===== src/rtl/panel_input_ctrl_pkg.sv =====
// -----------------------------------------------------------------------------
// panel_input_ctrl_pkg
// Shared constants and types for the front panel input stage.
//   page_e           display page select encoding (drives the display page mux)
//   DEFAULT_DEBOUNCE stable cycles needed before a debounced level changes
//   STEP_W           width of the CPU step counter
//   next_page()      page sequence PC -> RS -> RT -> ALU -> PC
// -----------------------------------------------------------------------------
package panel_input_ctrl_pkg;

    typedef enum logic [1:0] {
        PAGE_PC  = 2'b00,   // PC / NPC
        PAGE_RS  = 2'b01,   // rs
        PAGE_RT  = 2'b10,   // rt
        PAGE_ALU = 2'b11    // ALU result / data bus
    } page_e;

    localparam int DEFAULT_DEBOUNCE = 40000;
    localparam int DEFAULT_CNT_W    = 16;
    localparam int STEP_W           = 16;

    // Explicit table so the page can only ever move one step around the ring.
    function automatic page_e next_page(input page_e cur);
        case (cur)
            PAGE_PC:  return PAGE_RS;
            PAGE_RS:  return PAGE_RT;
            PAGE_RT:  return PAGE_ALU;
            default:  return PAGE_PC;
        endcase
    endfunction

endpackage


===== src/rtl/panel_input_ctrl_btn_debounce.sv =====
// -----------------------------------------------------------------------------
// btn_debounce
// Two-flop synchroniser followed by a counting debounce filter for one raw
// push-button. The debounced level only changes after the synchronised input
// has differed from it for DEBOUNCE_CYCLES consecutive clk_base cycles; any
// shorter disagreement restarts the count.
// Ports:
//   clk_base  in   board clock
//   rst       in   synchronous reset, active-high
//   btn_raw   in   raw asynchronous button, active-high
//   level     out  debounced button level
//   rise      out  one-cycle pulse in the cycle level goes 0 -> 1
// -----------------------------------------------------------------------------
module btn_debounce
    import panel_input_ctrl_pkg::*;
#(
    parameter int DEBOUNCE_CYCLES = DEFAULT_DEBOUNCE,
    parameter int CNT_W           = DEFAULT_CNT_W
) (
    input  logic clk_base,
    input  logic rst,
    input  logic btn_raw,
    output logic level,
    output logic rise
);

    localparam logic [CNT_W-1:0] CNT_LAST = CNT_W'(DEBOUNCE_CYCLES - 1);

    logic             sync_a;
    logic             sync_b;
    logic [CNT_W-1:0] cnt;
    logic             differs;
    logic             settle;

    assign differs = (sync_b != level);
    // This cycle completes a full run of disagreement: the level flips now.
    assign settle  = differs && (cnt == CNT_LAST);

    // NOTE: sequential state uses non-blocking assignments so every flop
    // samples the pre-edge values, which is what makes the synchroniser a
    // real two-stage pipeline rather than a single wire.
    always_ff @(posedge clk_base) begin
        if (rst) begin
            // NOTE: the synchroniser is cleared too, so a button still held
            // after reset must re-qualify through the whole filter.
            sync_a <= 1'b0;
            sync_b <= 1'b0;
            cnt    <= '0;
            level  <= 1'b0;
            rise   <= 1'b0;
        end else begin
            sync_a <= btn_raw;
            sync_b <= sync_a;
            rise   <= settle && sync_b;
            if (!differs) begin
                cnt <= '0;
            end else if (settle) begin
                level <= sync_b;
                cnt   <= '0;
            end else begin
                cnt <= cnt + CNT_W'(1);
            end
        end
    end

endmodule


===== src/rtl/panel_input_ctrl.sv =====
// -----------------------------------------------------------------------------
// panel_input_ctrl
// Front panel stage: debounces the single-step and page buttons, produces the
// single-step CPU clock, counts steps and cycles the display page select.
// Ports:
//   clk_base    in   board clock, single domain
//   rst         in   synchronous reset, active-high
//   btn_step    in   raw single-step button
//   btn_page    in   raw page button
//   cpu_clk     out  debounced btn_step level; CPU clocks on its rising edge
//   step_pulse  out  one-cycle pulse per debounced btn_step press
//   step_count  out  steps since reset, wraps 16'hFFFF -> 16'h0000
//   page_type   out  display page select: 00 PC/NPC, 01 rs, 10 rt, 11 ALU/DB
// -----------------------------------------------------------------------------
module panel_input_ctrl
    import panel_input_ctrl_pkg::*;
#(
    parameter int DEBOUNCE_CYCLES = DEFAULT_DEBOUNCE,
    parameter int CNT_W           = DEFAULT_CNT_W
) (
    input  logic              clk_base,
    input  logic              rst,
    input  logic              btn_step,
    input  logic              btn_page,
    output logic              cpu_clk,
    output logic              step_pulse,
    output logic [STEP_W-1:0] step_count,
    output logic [1:0]        page_type
);

    logic              step_level;
    logic              step_rise;
    logic              unused_page_level;
    logic              page_rise;
    page_e             page_q;
    page_e             page_d;
    logic [STEP_W-1:0] step_count_q;

    btn_debounce #(
        .DEBOUNCE_CYCLES (DEBOUNCE_CYCLES),
        .CNT_W           (CNT_W)
    ) u_step_db (
        .clk_base (clk_base),
        .rst      (rst),
        .btn_raw  (btn_step),
        .level    (step_level),
        .rise     (step_rise)
    );

    btn_debounce #(
        .DEBOUNCE_CYCLES (DEBOUNCE_CYCLES),
        .CNT_W           (CNT_W)
    ) u_page_db (
        .clk_base (clk_base),
        .rst      (rst),
        .btn_raw  (btn_page),
        .level    (unused_page_level),
        .rise     (page_rise)
    );

    // Page select next state.
    always_comb begin
        // NOTE: hold value assigned first so no path leaves page_d unassigned
        // and no latch is inferred.
        page_d = page_q;
        if (page_rise) begin
            page_d = next_page(page_q);
        end
    end

    always_ff @(posedge clk_base) begin
        if (rst) begin
            page_q       <= PAGE_PC;
            step_count_q <= '0;
        end else begin
            page_q <= page_d;
            if (step_rise) begin
                step_count_q <= step_count_q + STEP_W'(1);
            end
        end
    end

    assign cpu_clk    = step_level;
    assign step_pulse = step_rise;
    assign step_count = step_count_q;
    assign page_type  = page_q;

endmodule


===== config.mk =====
export PLATFORM = sky130hd
export DESIGN_NAME = panel_input_ctrl
export DESIGN_NICKNAME = d
export VERILOG_FILES = /design/src/rtl/panel_input_ctrl_pkg.sv /design/src/rtl/panel_input_ctrl_btn_debounce.sv /design/src/rtl/panel_input_ctrl.sv
export SDC_FILE = /design/constraint.sdc
export NUM_CORES = 1
export LEC_CHECK = 0
export BUFFER_PORTS_ARGS = -buffer_cell sky130_fd_sc_hd__buf_2
export CAP_MARGIN = 5
export CORE_AREA = 2 2 70 72
export DETAILED_ROUTE_END_ITERATION = 8
export DIE_AREA = 0 0 72 74
export PLACE_DENSITY = 0.8
export SYNTH_ARGS = -nofsm -noshare
export SYNTH_HDL_FRONTEND = slang
export SYNTH_SLANG_ARGS = --single-unit

===== constraint.sdc =====
create_clock -name clk_base -period 2.3 [get_ports clk_base]
set_clock_uncertainty 0.15 [all_clocks]
set_input_delay 0 -clock clk_base [delete_from_list [all_inputs] [get_ports clk_base]]
set_output_delay 0 -clock clk_base [all_outputs]
set_load 0.005 [all_outputs]

After elaboration in Yosys (flattened, before gate mapping)
Index checks and enable logic that the tools add are counted.
{"block": "word_totals", "regBits": 58, "input_bits": 4, "out_inout_bits": 20}
{"block": "op_classes", "n_addsub": 3, "eq_ne": 6, "muxes": 1, "bitwise": 2, "n_reduce_logical": 9}
{"op": "16-bit by 1-bit adder with 16-bit output, second input constant", "count": 3}
{"op": "16-bit == test, second input constant", "count": 2}
{"op": "2-bit one-hot mux with 3 select lines", "count": 1}
{"op": "3-bit OR reduction", "count": 2}
{"op": "1-bit logical AND", "count": 4}
{"op": "2-bit AND reduction", "count": 2}
{"op": "2-bit by 1-bit == test with 1-bit output, second input constant", "count": 1}
{"op": "2-bit == test, second input constant", "count": 1}
{"op": "2-bit logical NOT", "count": 1}
{"op": "1-bit != test", "count": 2}
{"op": "1-bit inverter", "count": 2}

Logic depth before layout (Yosys ltp)
{"block": "depth", "word_depth": 3, "ltp_mapped": 6, "depth_no_buf": 5}

Cells and area by module
A second synthesis with hierarchy kept.
{"block": "unflattened", "cells_unflattened": 279, "hier_area_um2": 2571.2}
{"module": "btn_debounce", "n_inst": 2, "cells_per_inst": 92, "area_per_inst_um2": 860.8}
{"module": "panel_input_ctrl", "n_inst": 1, "cells_per_inst": 95, "area_per_inst_um2": 849.6}

Worst setup path after synthesis
OpenSTA, ideal clock, no wires.
{"block": "synth_timing", "path_kind": "reg-to-reg", "start": "register u_step_db.cnt[7]", "end": "register u_step_db.cnt[15]", "t_arrival_ps": 1687, "setup_slack_ps": 348, "stages_incl_launch_ff": 6, "cell_sequence": "dfxtp_1 > or4_1 > or4_4 > nand2_4 > buf_6 > nor2_1"}
{"block": "synth_via", "elab_chain_len": 3}
{"element": "start: declaration", "line_no": "panel_input_ctrl_btn_debounce.sv:31", "rtl": "logic [CNT_W-1:0] cnt;"}
{"element": "start signal: assignment", "line_no": "panel_input_ctrl_btn_debounce.sv:61", "rtl": "cnt <= cnt + CNT_W'(1);"}
{"element": "branches (longest 3 deep; another with 16-bit by 1-bit adder with 16-bit output)"}
Several ways; the timed one is not identified.
A chain may end at the register's enable or synchronous reset.

Worst setup path in the final report
{"block": "layout_timing", "start": "register u_page_db.cnt[13]", "end": "register u_page_db.cnt[2]"}
{"block": "layout_via", "elab_chain_len": 3}
{"element": "start: declaration", "line_no": "panel_input_ctrl_btn_debounce.sv:31"}
{"element": "start signal: assignment", "line_no": "panel_input_ctrl_btn_debounce.sv:61"}
{"element": "16-bit == test", "line_no": "panel_input_ctrl_btn_debounce.sv:37", "rtl": "assign settle = differs && (cnt == CNT_LAST);"}
{"element": "1-bit logical AND", "line_no": "panel_input_ctrl_btn_debounce.sv:37"}
{"element": "3-bit OR reduction (no source line)"}
Every way passes these cells.

==> impl_metrics.csv <==
group,metric,value,unit
status,status,"finished clean",
clocking,cts-root-buf,"clkbuf_8",
clocking,clock-sinks,58,
layout,antennaDiodeCount,0,
setup_path,critPathBufInv,0,
timing,fmax,489.2,MHz
routing,drt_iter0_markers,91,
clocking,holdBufCountCts,5,
yosys,synth_top_area_share,0.4652,
routing,drt-total-wl,4.832,mm
global_route,grt_pass1_wl,7.990,mm
setup_path,worstSetupStartpointType,"flop",
timing,rsz0062_at_grt,"no",
clocking,htree_levels,3,
yosys,ys.warnings.count,0,
clocking,insertion_delay,0.34,ns
yosys,syn_area_per_cell,9.044,µm²
global_route,antenna_found_initial,0,
setup_path,cp_data_required_time,2.36,ns
timing,worstMarginPinSlew,0.5400,ns
power_and_ir_drop,power.density,635.9,nW/µm²
routing,vias_per_cell,5.447,
timing,hold_viol,0,
setup_path,slowest_stage,"or4_4",
layout,drive_gt1_frac,0.1524,
yosys,ys_ff_latch,58,
clocking,cts_buffers,9,
global_route,grt_pass1_vias,1807,
clocking,cts_tree,"done",
clocking,cts_max_path_buffers,2,
yosys,netlist_area,2496,µm²
routing,via_count,2010,
timing,setup_tns,0,ns
layout,fill_cells,383,
setup_path,cp_top_family,"simple AND/OR/NAND/NOR gates",
routing,ant_nets,0,
placement,dp_hpwl,3.220,mm
placement,io_buffers,23,
setup_path,critPathArrivalTime,2.11,ns
floorplan,dieArea,5328,µm²
setup_path,critical_path.cell_chain,"or4b_1 -> or4_4 -> nand2_2 -> nor2_1",
yosys,synth_area_leaders,"dfxtp_1 (47%), xnor2_1 (11%), nor2_1 (8.1%), nand4_1 (3.5%), nand3_1 (3.2%)",
global_route,grt_start_max_net_pins,31,
timing,period_needed,2.044,ns
setup_path,critPathMaxStageDelay,0.56,ns
min_path,hold_class,"reg -> reg",
clocking,post_cts_buffers,0,
setup_path,path_class,"reg -> reg",
timing,hold_slack,0.2992,ns
yosys,synthCells,276,
routing,dr.pass1.iters,4,
yosys,synth.largest_area_cell,"dfxtp_1",
routing,drc,0,
timing,slew_violations,0,
power_and_ir_drop,vdd_ir_drop_max,0.4616,mV
setup_path,path_max_fanout,15,
floorplan,fp.coreArea,4598,µm²
clocking,post_cts_resize_count,0,
floorplan,io_pins,24,
timing,setup-violations-final,0,
timing,post-route-period-util,0.8888,
setup_path,worstSetupEndpointType,"flop",
yosys,ys_seq_area_frac,0.4652,
global_route,grt_use_total,0.1969,
floorplan,dieHeight,74,µm
layout,syn_to_final_growth,14.99,%
yosys,synth_nets,285,
timing,max-slew-margin-rel,0.6400,
power_and_ir_drop,leakagePower,0.9931,nW
floorplan,row_count,25,
floorplan,die_x,72,µm
global_route,grt_overflow,0,
floorplan,start_util,0.5429,
placement,gp_congestion,0.8594,
run,maxCapViolations,0,
yosys,synthDistinctLibCells,34,
layout,final_nets,319,
routing,post_drt_wl_per_cell,13.09,µm
clocking,clkTransAtPathRegs,0.06,ns
[cells by family after synthesis]
logic type                 synth area share
AOI/OAI and AO/OA                   0.02156
xor gates and xnor gates             0.1368
and+or+nand+nor                      0.2932
adders and majority gates           0.02506
buffers and inverters               0.03308
muxes                               0.02506
DFF                                  0.4652
[layout by cell type (no fill, tap or decap), types with 2 or more instances in the layout]
master and instances:
dfxtp_1 58, inv_1 10, xnor2_1 30, or3_1 4, buf_4 3, mux2_2 2
clkbuf_1 3, xor2_1 9, ha_1 5, nor4_1 11, or4_4 2, buf_2 23
nand4_1 14, nand3_1 16, dlygate4sd3_1 5, nand2_1 10, nor2b_1 5, nor3_1 9
clkbuf_8 10, and3_1 5, clkinv_2 3, nor4b_1 2, o21ai_0 2, or4_1 2
mux2i_1 4, nor2_1 54, a21oi_1 4
[power breakdown]
group          leakage (nW)  total [mW]  switching [mW]  internal [mW]
combinational         0.438      0.0279          0.0161         0.0118
sequential            0.468        1.01         0.00264           1.01
clock                0.0872       0.785           0.370          0.415
total                 0.993        1.83           0.389           1.44
[synthesized netlist by cell type]
cell type	number
nor2b_1	5
nor4b_2	1
nor2_1	54
mux2i_1	4
clkbuf_1	4
or4_1	2
nand2_4	1
a21oi_1	4
mux2_2	2
nor3b_1	1
nand2_2	1
nor4b_1	2
inv_1	10
or4b_1	1
nor4_1	11
or4bb_1	1
xnor2_1	30
dfxtp_1	58
ha_1	5
o21ai_0	2
and3_1	5
o31ai_1	1
nand4_1	14
a211oi_1	1
nand2_1	10
nand3_1	16
xor2_1	9
or2_2	1
or3_1	4
a31o_2	1
buf_1	2
or4_4	2
nor3_1	9
buf_6	2
[sequential cells by signal, indices dropped and copies added (netlist names)]
name              count
u_step_db.rise        1
step_count           16
u_step_db.cnt        16
u_step_db.level       1
u_page_db.sync_b      1
u_page_db.cnt        16
page_type             2
u_step_db.sync_b      1
u_page_db.rise        1
u_page_db.level       1
u_page_db.sync_a      1
u_step_db.sync_a      1
[worst paths after layout]
path / cells past startpoint / slack (ns) / from / end
max: 4 / 0.26 / u_page_db.cnt[13] / u_page_db.cnt[2]
min: 1 / 0.30 / u_step_db.sync_a / u_step_db.sync_b
max reg2reg: 4 / 0.26 / u_page_db.cnt[13] / u_page_db.cnt[2]
min reg2reg: 1 / 0.30 / u_step_db.sync_a / u_step_db.sync_b
[through the flow]
step | area, µm² | std cells | power (mW) | utilization | setup slack (ns)
finish | 2870 | 369 | 1.825 | 0.6242 | 0.2557
global placement | 2656 | 348 | 1.054 | 0.5777 | 0.3137
detailed placement | 2656 | 348 | 1.055 | 0.5777 | 0.2526
global route | 2870 | 369 | 1.898 | 0.6242 | 0.1861
CTS | 2870 | 369 | 1.849 | 0.6242 | 0.2437
floorplan | 2496 | 276 | 1.050 | - | 0.3484
[final cells by class]
class	instances	area (µm²)	area share
clock inverters	3	15.01	0.005231
inverters	10	37.54	0.01308
multi-input cells	200	1252	0.4364
clock buffers	13	148.9	0.05187
flip-flops and latches	58	1161	0.4045
well taps	54	67.56	0.02354
repair buffers	31	187.7	0.06539
[routing by layer]
layer / up-vias / share of wire / GRT usage
li1: 1015 / - / -
met1: 951 / 0.44 / 0.2319
met2: 36 / 0.50 / 0.3261
met3: 8 / 0.044 / 0.08266
met4: 0 / 0.014 / 0.06918
met5: - / 0 / 0
Power figures use the tool's default switching activity.
